[src/rtl/cam_pkg.sv]
// Shared CAM definitions: default geometry, request operation codes and the
// insert-controller FSM states, plus the raw-opcode decoder.
package cam_pkg;

   localparam int CAM_DATA_WIDTH = 5;
   localparam int CAM_DATA_SIZE  = 1 << CAM_DATA_WIDTH;

   typedef enum logic [1:0] {
      CAM_OP_LOOKUP = 2'd0,
      CAM_OP_INSERT = 2'd1,
      CAM_OP_DELETE = 2'd2
   } cam_op_e;

   typedef enum logic [2:0] {
      ST_IDLE   = 3'd0,
      ST_SEARCH = 3'd1,
      ST_WAIT   = 3'd2,
      ST_WRITE  = 3'd3,
      ST_RESP   = 3'd4
   } cam_state_e;

   // Opcode 3 is reserved and behaves as a lookup.
   function automatic cam_op_e cam_decode_op(input logic [1:0] raw);
      cam_op_e op;
      case (raw)
         2'd1:    op = CAM_OP_INSERT;
         2'd2:    op = CAM_OP_DELETE;
         default: op = CAM_OP_LOOKUP;
      endcase
      return op;
   endfunction

endpackage

[src/rtl/cam_insert_ctrl_if.sv]
// Request and response valid/ready channels of the CAM insert controller.
// The slave modport is the controller side, master is the requester side.
interface cam_insert_ctrl_if
   import cam_pkg::*;
#(
   parameter int DATA_WIDTH = CAM_DATA_WIDTH,
   parameter int DATA_SIZE  = 1 << DATA_WIDTH
);

   logic                  req_valid;
   logic                  req_ready;
   logic [1:0]            req_op;
   logic [DATA_SIZE-1:0]  req_key;

   logic                  resp_valid;
   logic                  resp_ready;
   logic                  resp_hit;
   logic                  resp_full;
   logic [DATA_WIDTH-1:0] resp_index;

   modport master (
      output req_valid, req_op, req_key, resp_ready,
      input  req_ready, resp_valid, resp_hit, resp_full, resp_index
   );

   modport slave (
      input  req_valid, req_op, req_key, resp_ready,
      output req_ready, resp_valid, resp_hit, resp_full, resp_index
   );

endinterface

[src/rtl/cam_free_pick.sv]
// Lowest-free-entry picker: priority encoder over the inverted occupancy vector.
module cam_free_pick
   import cam_pkg::*;
#(
   parameter int DATA_WIDTH = CAM_DATA_WIDTH
) (
   input  logic [(1 << DATA_WIDTH)-1:0] occ,
   output logic [DATA_WIDTH-1:0]        free_index,
   output logic                         any_free
);

   localparam int ENTRIES = 1 << DATA_WIDTH;

   assign any_free = ~(&occ);

   // scan downward so the lowest free entry is the last one written
   always_comb begin
      free_index = {DATA_WIDTH{1'b0}};
      for (int i = ENTRIES - 1; i >= 0; i--) begin
         free_index = occ[i] ? free_index : DATA_WIDTH'(i);
      end
   end

endmodule

[src/rtl/cam_insert_ctrl.sv]
// Request-side CAM controller: sequences search/write, tracks occupancy and
// allocates the lowest free entry. Optional CAM_INS_STATS_EN adds hit/miss counters.
module cam_insert_ctrl
   import cam_pkg::*;
#(
   parameter int DATA_WIDTH = CAM_DATA_WIDTH,
   parameter int DATA_SIZE  = 1 << DATA_WIDTH
) (
   input  logic                  clk,
   input  logic                  rst,
   cam_insert_ctrl_if.slave      bus,
   output logic [DATA_WIDTH:0]   occupied_count,
   output logic                  cam_search,
   output logic [DATA_SIZE-1:0]  cam_search_data,
   input  logic                  cam_search_valid,
   input  logic [DATA_WIDTH-1:0] cam_search_index,
   output logic                  cam_write,
   output logic [DATA_WIDTH-1:0] cam_write_index,
   output logic [DATA_SIZE-1:0]  cam_write_data
`ifdef CAM_INS_STATS_EN
   ,
   output logic [15:0]           hit_count,
   output logic [15:0]           miss_count
`endif
);

   localparam int ENTRIES = 1 << DATA_WIDTH;

   cam_state_e            state_r;
   cam_state_e            state_s;
   cam_op_e               op_r;
   logic [DATA_SIZE-1:0]  key_r;
   logic [ENTRIES-1:0]    occ_r;
   logic [DATA_WIDTH:0]   count_r;

   logic                  req_ready_r;
   logic                  resp_valid_r;
   logic                  resp_hit_r;
   logic                  resp_full_r;
   logic [DATA_WIDTH-1:0] resp_index_r;
   logic                  cam_search_r;
   logic [DATA_SIZE-1:0]  cam_search_data_r;
   logic                  cam_write_r;
   logic [DATA_WIDTH-1:0] wr_index_r;
   logic [DATA_SIZE-1:0]  cam_write_data_r;

   logic                  accept_s;
   logic                  ld_wr_s;
   logic [DATA_WIDTH-1:0] wr_idx_s;
   logic                  ld_resp_s;
   logic                  hit_s;
   logic                  full_s;
   logic [DATA_WIDTH-1:0] index_s;
   logic                  occ_set_s;
   logic                  occ_clr_s;
   logic                  hit_match_s;
   logic                  stale_match_s;
   logic                  resp_done_s;
   logic [DATA_WIDTH-1:0] free_index_s;
   logic                  any_free_s;

   cam_free_pick #(.DATA_WIDTH(DATA_WIDTH)) u_free_pick (
      .occ        (occ_r),
      .free_index (free_index_s),
      .any_free   (any_free_s)
   );

   // a CAM match on an entry we consider free is stale and must not report a hit
   assign hit_match_s   = cam_search_valid &  occ_r[cam_search_index];
   assign stale_match_s = cam_search_valid & ~occ_r[cam_search_index];
   assign resp_done_s   = (state_r == ST_RESP) && bus.resp_ready;

   // next state, write-index choice and response fields for this step
   always_comb begin
      state_s   = state_r;
      accept_s  = 1'b0;
      ld_wr_s   = 1'b0;
      wr_idx_s  = {DATA_WIDTH{1'b0}};
      ld_resp_s = 1'b0;
      hit_s     = 1'b0;
      full_s    = 1'b0;
      index_s   = {DATA_WIDTH{1'b0}};
      occ_set_s = 1'b0;
      occ_clr_s = 1'b0;
      case (state_r)
         ST_IDLE: begin
            if (bus.req_valid && req_ready_r) begin
               accept_s = 1'b1;
               state_s  = ST_SEARCH;
            end else begin
               state_s  = ST_IDLE;
            end
         end
         ST_SEARCH: begin
            state_s = ST_WAIT;
         end
         ST_WAIT: begin
            state_s = ST_RESP;
            case (op_r)
               CAM_OP_INSERT: begin
                  if (hit_match_s) begin
                     ld_resp_s = 1'b1;
                     hit_s     = 1'b1;
                     index_s   = cam_search_index;
                  end else if (stale_match_s) begin
                     ld_wr_s  = 1'b1;
                     wr_idx_s = cam_search_index;
                     state_s  = ST_WRITE;
                  end else if (any_free_s) begin
                     ld_wr_s  = 1'b1;
                     wr_idx_s = free_index_s;
                     state_s  = ST_WRITE;
                  end else begin
                     ld_resp_s = 1'b1;
                     full_s    = 1'b1;
                  end
               end
               CAM_OP_DELETE: begin
                  ld_resp_s = 1'b1;
                  if (hit_match_s) begin
                     occ_clr_s = 1'b1;
                     hit_s     = 1'b1;
                     index_s   = cam_search_index;
                  end else begin
                     occ_clr_s = 1'b0;
                  end
               end
               default: begin
                  ld_resp_s = 1'b1;
                  if (hit_match_s) begin
                     hit_s   = 1'b1;
                     index_s = cam_search_index;
                  end else begin
                     hit_s   = 1'b0;
                  end
               end
            endcase
         end
         ST_WRITE: begin
            occ_set_s = 1'b1;
            ld_resp_s = 1'b1;
            index_s   = wr_index_r;
            state_s   = ST_RESP;
         end
         ST_RESP: begin
            if (bus.resp_ready) begin
               state_s = ST_IDLE;
            end else begin
               state_s = ST_RESP;
            end
         end
         default: begin
            state_s = ST_IDLE;
         end
      endcase
   end

   // FSM state and the request latched at acceptance
   always_ff @(posedge clk or negedge rst) begin
      if (!rst) begin
         state_r <= ST_IDLE;
         op_r    <= CAM_OP_LOOKUP;
         key_r   <= {DATA_SIZE{1'b0}};
      end else begin
         state_r <= state_s;
         if (accept_s) begin
            op_r  <= cam_decode_op(bus.req_op);
            key_r <= bus.req_key;
         end
      end
   end

   // registered handshake and CAM port outputs, decoded from the next state
   always_ff @(posedge clk or negedge rst) begin
      if (!rst) begin
         req_ready_r       <= 1'b0;
         resp_valid_r      <= 1'b0;
         cam_search_r      <= 1'b0;
         cam_search_data_r <= {DATA_SIZE{1'b0}};
         cam_write_r       <= 1'b0;
         wr_index_r        <= {DATA_WIDTH{1'b0}};
         cam_write_data_r  <= {DATA_SIZE{1'b0}};
      end else begin
         req_ready_r       <= (state_s == ST_IDLE);
         resp_valid_r      <= (state_s == ST_RESP);
         cam_search_r      <= (state_s == ST_SEARCH);
         cam_search_data_r <= accept_s ? bus.req_key : {DATA_SIZE{1'b0}};
         cam_write_r       <= (state_s == ST_WRITE);
         if (ld_wr_s) begin
            wr_index_r       <= wr_idx_s;
            cam_write_data_r <= key_r;
         end else if (state_r == ST_WRITE) begin
            wr_index_r       <= {DATA_WIDTH{1'b0}};
            cam_write_data_r <= {DATA_SIZE{1'b0}};
         end
      end
   end

   // response fields stay frozen through RESP and return to zero after the handshake
   always_ff @(posedge clk or negedge rst) begin
      if (!rst) begin
         resp_hit_r   <= 1'b0;
         resp_full_r  <= 1'b0;
         resp_index_r <= {DATA_WIDTH{1'b0}};
      end else if (ld_resp_s) begin
         resp_hit_r   <= hit_s;
         resp_full_r  <= full_s;
         resp_index_r <= index_s;
      end else if (resp_done_s) begin
         resp_hit_r   <= 1'b0;
         resp_full_r  <= 1'b0;
         resp_index_r <= {DATA_WIDTH{1'b0}};
      end
   end

   // occupancy bits and their running count move on the same edge
   always_ff @(posedge clk or negedge rst) begin
      if (!rst) begin
         occ_r   <= {ENTRIES{1'b0}};
         count_r <= {(DATA_WIDTH + 1){1'b0}};
      end else if (occ_set_s) begin
         occ_r[wr_index_r] <= 1'b1;
         count_r           <= count_r + (DATA_WIDTH + 1)'(1);
      end else if (occ_clr_s) begin
         occ_r[cam_search_index] <= 1'b0;
         count_r                 <= count_r - (DATA_WIDTH + 1)'(1);
      end
   end

`ifdef CAM_INS_STATS_EN
   logic [15:0] hit_cnt_r;
   logic [15:0] miss_cnt_r;

   // one tally per completed response; a full insert reports no hit
   always_ff @(posedge clk or negedge rst) begin
      if (!rst) begin
         hit_cnt_r  <= 16'h0000;
         miss_cnt_r <= 16'h0000;
      end else if (resp_done_s) begin
         if (resp_hit_r) begin
            if (hit_cnt_r != 16'hFFFF) begin
               hit_cnt_r <= hit_cnt_r + 16'h0001;
            end
         end else if (miss_cnt_r != 16'hFFFF) begin
            miss_cnt_r <= miss_cnt_r + 16'h0001;
         end
      end
   end

   assign hit_count  = hit_cnt_r;
   assign miss_count = miss_cnt_r;
`endif

   assign bus.req_ready   = req_ready_r;
   assign bus.resp_valid  = resp_valid_r;
   assign bus.resp_hit    = resp_hit_r;
   assign bus.resp_full   = resp_full_r;
   assign bus.resp_index  = resp_index_r;
   assign occupied_count  = count_r;
   assign cam_search      = cam_search_r;
   assign cam_search_data = cam_search_data_r;
   assign cam_write       = cam_write_r;
   assign cam_write_index = wr_index_r;
   assign cam_write_data  = cam_write_data_r;

endmodule

[src/flat_wrapper.sv]
// flat-port wrapper written by rule: the top's interface ports become plain ports
module cam_insert_ctrl_flat import cam_pkg::*;
#(
   parameter int DATA_WIDTH = CAM_DATA_WIDTH,
   parameter int DATA_SIZE  = 1 << DATA_WIDTH
)
  (clk, rst, occupied_count, cam_search, cam_search_data, cam_search_valid, cam_search_index, cam_write, cam_write_index, cam_write_data, bus_req_valid, bus_req_op, bus_req_key, bus_resp_ready, bus_req_ready, bus_resp_valid, bus_resp_hit, bus_resp_full, bus_resp_index);
  cam_insert_ctrl_if #(.DATA_WIDTH(DATA_WIDTH), .DATA_SIZE(DATA_SIZE)) bus_i ();
  input  logic clk;
  input  logic rst;
  output logic [DATA_WIDTH:0] occupied_count;
  output logic cam_search;
  output logic [DATA_SIZE-1:0] cam_search_data;
  input  logic cam_search_valid;
  input  logic [DATA_WIDTH-1:0] cam_search_index;
  output logic cam_write;
  output logic [DATA_WIDTH-1:0] cam_write_index;
  output logic [DATA_SIZE-1:0] cam_write_data;
  input wire logic [$bits(bus_i.req_valid)-1:0] bus_req_valid;
  input wire logic [$bits(bus_i.req_op)-1:0] bus_req_op;
  input wire logic [$bits(bus_i.req_key)-1:0] bus_req_key;
  input wire logic [$bits(bus_i.resp_ready)-1:0] bus_resp_ready;
  output wire logic [$bits(bus_i.req_ready)-1:0] bus_req_ready;
  output wire logic [$bits(bus_i.resp_valid)-1:0] bus_resp_valid;
  output wire logic [$bits(bus_i.resp_hit)-1:0] bus_resp_hit;
  output wire logic [$bits(bus_i.resp_full)-1:0] bus_resp_full;
  output wire logic [$bits(bus_i.resp_index)-1:0] bus_resp_index;
  assign bus_i.req_valid = bus_req_valid;
  assign bus_i.req_op = bus_req_op;
  assign bus_i.req_key = bus_req_key;
  assign bus_i.resp_ready = bus_resp_ready;
  assign bus_req_ready = bus_i.req_ready;
  assign bus_resp_valid = bus_i.resp_valid;
  assign bus_resp_hit = bus_i.resp_hit;
  assign bus_resp_full = bus_i.resp_full;
  assign bus_resp_index = bus_i.resp_index;
  cam_insert_ctrl #(.DATA_WIDTH(DATA_WIDTH), .DATA_SIZE(DATA_SIZE)) u_core (.clk(clk), .rst(rst), .bus(bus_i), .occupied_count(occupied_count), .cam_search(cam_search), .cam_search_data(cam_search_data), .cam_search_valid(cam_search_valid), .cam_search_index(cam_search_index), .cam_write(cam_write), .cam_write_index(cam_write_index), .cam_write_data(cam_write_data));
endmodule
[config.mk]
export PLATFORM = sky130hd
export DESIGN_NAME = cam_insert_ctrl_flat
export DESIGN_NICKNAME = d
export VERILOG_FILES = /design/src/rtl/cam_pkg.sv /design/src/rtl/cam_insert_ctrl_if.sv /design/src/rtl/cam_free_pick.sv /design/src/rtl/cam_insert_ctrl.sv /design/src/flat_wrapper.sv
export SDC_FILE = /design/constraint.sdc
export NUM_CORES = 1
export LEC_CHECK = 0
export CAP_MARGIN = 20
export CORE_ASPECT_RATIO = 0.9
export CORE_MARGIN = 2
export CORE_UTILIZATION = 35
export DETAILED_ROUTE_END_ITERATION = 7
export GPL_TIMING_DRIVEN = 0
export REMOVE_ABC_BUFFERS = 1
export SYNTH_ARGS = -nofsm -noshare
export SYNTH_HDL_FRONTEND = slang
export SYNTH_SLANG_ARGS = --single-unit
[constraint.sdc]
create_clock -name clk -period 8.2 [get_ports clk]
set_clock_uncertainty 0.05 [all_clocks]
set_input_delay 0.82 -clock clk [delete_from_list [all_inputs] [get_ports clk]]
set_output_delay 0.82 -clock clk [all_outputs]
set_load 0.05 [all_outputs]
==> metrics.csv <==
metric;value;unit
status;completed;
synth_top_area_share;57.3;%
cp-startpoint;cam_search_index[2];
timing.rr.start;u_core.state_r[2];
cts.clk_slew.worst_paths;0.07;ns
finalSetupViolations;0;
viasPerCell;5.18;
p_comb_share;41.6;%
port_buffers;129;
dieHeight;136;um
finalNetCount;809;
die_area;20500;sq um
hold_path.class;in -> async;
final_hold_viol_count;0;
cts_tree;yes;
p_int;1.99;mW
insertion_delay;0.42;ns
gp_congestion;0.867;
dr.pass1.iters;5;
finalCritPeriodShare;45.3;%
rrSetupSlack;5.47;ns
cts_buffers;17;
drtAntennaViolNets;0;
synth-seq-cells;155;
wl_per_cell;17.8;um
insertedDiodeCount;0;
setup_slack;4.48;ns
hpwl;11.9;mm
synth_edf_count;0;
ios;130;
wirelength;18.2;mm
yosysTopAreaCell;dfrtp_1;
yosysUniqueCellTypes;62;
synthTopCellsByArea;dfrtp_1 (57%), nand2_1 (5.7%), a21o_1 (4.0%);
worstPathCellList;clkdlybuf4s50_1 -> or3b_1 -> o22ai_1 -> nor4_4 -> mux2i_2 -> nand2_1 -> nor3_2 -> a21oi_1;
pre_cts_slack;3.79;ns
cts_setup_buffers;0;
final_common_cell;dfrtp_1;
grtUsageTotal;18.7;%
required;8.42;ns
cp_slowest_stage_delay;0.94;ns
fmaxAchievable;0.269;GHz
fin_area;8890;sq um
synth-main-ff-cell;dfrtp_1;
switching_share;42.0;%
worstSetupEndpointType;register;
h-tree-depth;4;
highest-signal-layer;met4;
relSlewSlack;35.7;%
r2r-end;u_core.occupied_count[5];
r2r_cells;10;
cts_sinks;155;
final_cell_mix;dfrtp_1 (155), clkdlybuf4s50_1 (128), nand2_1 (102), a21oi_1 (51), and2_1 (38);
antenna_found_initial;0;
die_w;151;um
cts_buffer_depth;2;
critPathBufInv;1;
drt-met1-wl;7.88;mm
seq_area_frac_synth;57.3;%
synth_warnings;0;
core;19000;sq um
post_cts_resized;0;
finish.utilization;46.7;%
drc;0;
vdd_drop_max;0.201;mV
worst_hold_slack;0.349;ns
cts_hold_buffers;0;
synth_area;6770;sq um
p_clk_share;23.5;%
critPathKind;in -> reg;
num_vias;5298;
async_flop_share;100;%
p_leak;4.07;nW
grt_max_degree;93;
row_count;48;
synth_area_per_cell;10.6;sq um
startpoint_type;input pin;
place_area;8260;sq um
drt_iter0_markers;437;
cts-root-buf;clkbuf_16;
crit_family;simple AND/OR/NAND/NOR gates;
switchingPower;1.45;mW
met2_wirelength;8.09;mm
grt_pass1_wl;29.2;mm
period_needed;3.72;ns
grt_pass1_vias;5359;
gr-total-overflow;0;
rsz0062_at_grt;no;
max_cap_violations;0;
arrival;3.94;ns
route.met3.wl;1.96;mm
area_growth;31.4;%
cp_max_fo;17;
cp_slowest_cell;clkdlybuf4s50_1;
tightest_slew;0.963;ns
final.setup.tns;0;ns
syn_inst;636;
slew_viol_final;0;
drive_above_1_share;7.24;%
p_seq_share;34.9;%
p_per_area;387;nW/um^2
start_util;35.5;%
worst max-delay path by stage:
| stage | endpoint | slack (ns) | cells past startpoint |
|---|---|---|---|
| after floorplan | u_core.state_r[0] | 4.87 | 6 |
| after global placement | u_core.cam_write_data[4] | 0.19 | 1 |
| after detailed placement | u_core.cam_write_data[3] | 3.79 | 7 |
| after CTS | u_core.cam_write_index[2] | 4.22 | 7 |
| after global routing | u_core.occ_r[0] | 4.35 | 8 |
| final | u_core.occ_r[4] | 4.48 | 8 |
layer usage:
metal	global-route usage, %	vias to the layer above
met2	27.9	230
met3	8.56	22
li1	-	2486
met5	0	-
met1	24.3	2560
met4	5.56	0
cell usage after synthesis, types with 4 or more instances:
library cell,n
nand3_1,9
buf_2,5
inv_1,13
clkbuf_1,15
nor3b_1,8
o21ai_1,34
ha_1,4
buf_6,7
nand2_1,102
nor2b_1,6
dfrtp_1,155
nand4_1,14
nor2_1,12
o22ai_1,7
a21o_1,36
mux2i_1,21
nor3_1,7
a21oi_1,51
and2_1,38
o21ai_0,18
nand3b_1,5
and3_1,4
a221o_1,4
a22o_1,8
state kept, by name, indices dropped and copies added (netlist names):
register and cells:
u_core.bus.req_ready 1, u_core.cam_search_data 32, u_core.bus.resp_hit 1, u_core.bus.resp_valid 1, u_core.key_r 32, u_core.cam_search 1
u_core.cam_write 1, u_core.bus.resp_index 5, u_core.state_r 3, u_core.cam_write_data 32, u_core.bus.resp_full 1, u_core.occupied_count 6
u_core.occ_r 32, u_core.cam_write_index 5, u_core.op_r 2
per-stage QoR:
step / power [mW] / instances
2_1_floorplan: 2.12 / 605
3_3_place_gp: 2.61 / 984
3_5_place_dp: 2.65 / 989
4_1_cts: 3.46 / 1021
5_1_grt: 3.63 / 1023
6_report: 3.44 / 1023
area by class of cell:
cell class / count / area, sq um
fill: 1768 / 10100
sequential: 155 / 3880
multi-input combinational: 437 / 2660
timing repair buffer: 136 / 1390
clock buffer: 19 / 443
tap: 250 / 313
clock inverter: 13 / 154
inverter: 13 / 48.8
kinds of logic (layout without fill, tap and decap cells):
| kind of cell | after synthesis | after routing | share of synthesized area (%) |
|---|---|---|---|
| simple gates | 225 | 225 | 17.4 |
| compound gates | 179 | 179 | 16.7 |
| flops | 155 | 155 | 57.3 |
| buf+inv | 44 | 181 | 3.42 |
| mux | 23 | 23 | 3.48 |
| fa+ha+maj | 5 | 5 | 1.04 |
| xor+xnor | 5 | 5 | 0.647 |
power groups by stage:
stage	sequential [mW]	clock [mW]	combinational (mW)
after CTS	1.20	0.824	1.44
after global routing	1.23	0.865	1.53
after floorplan	1.69	0	0.434
after global placement	1.20	0	1.41
after detailed placement	1.21	0	1.44
final	1.20	0.807	1.43
(Power assumes the default switching activity.)
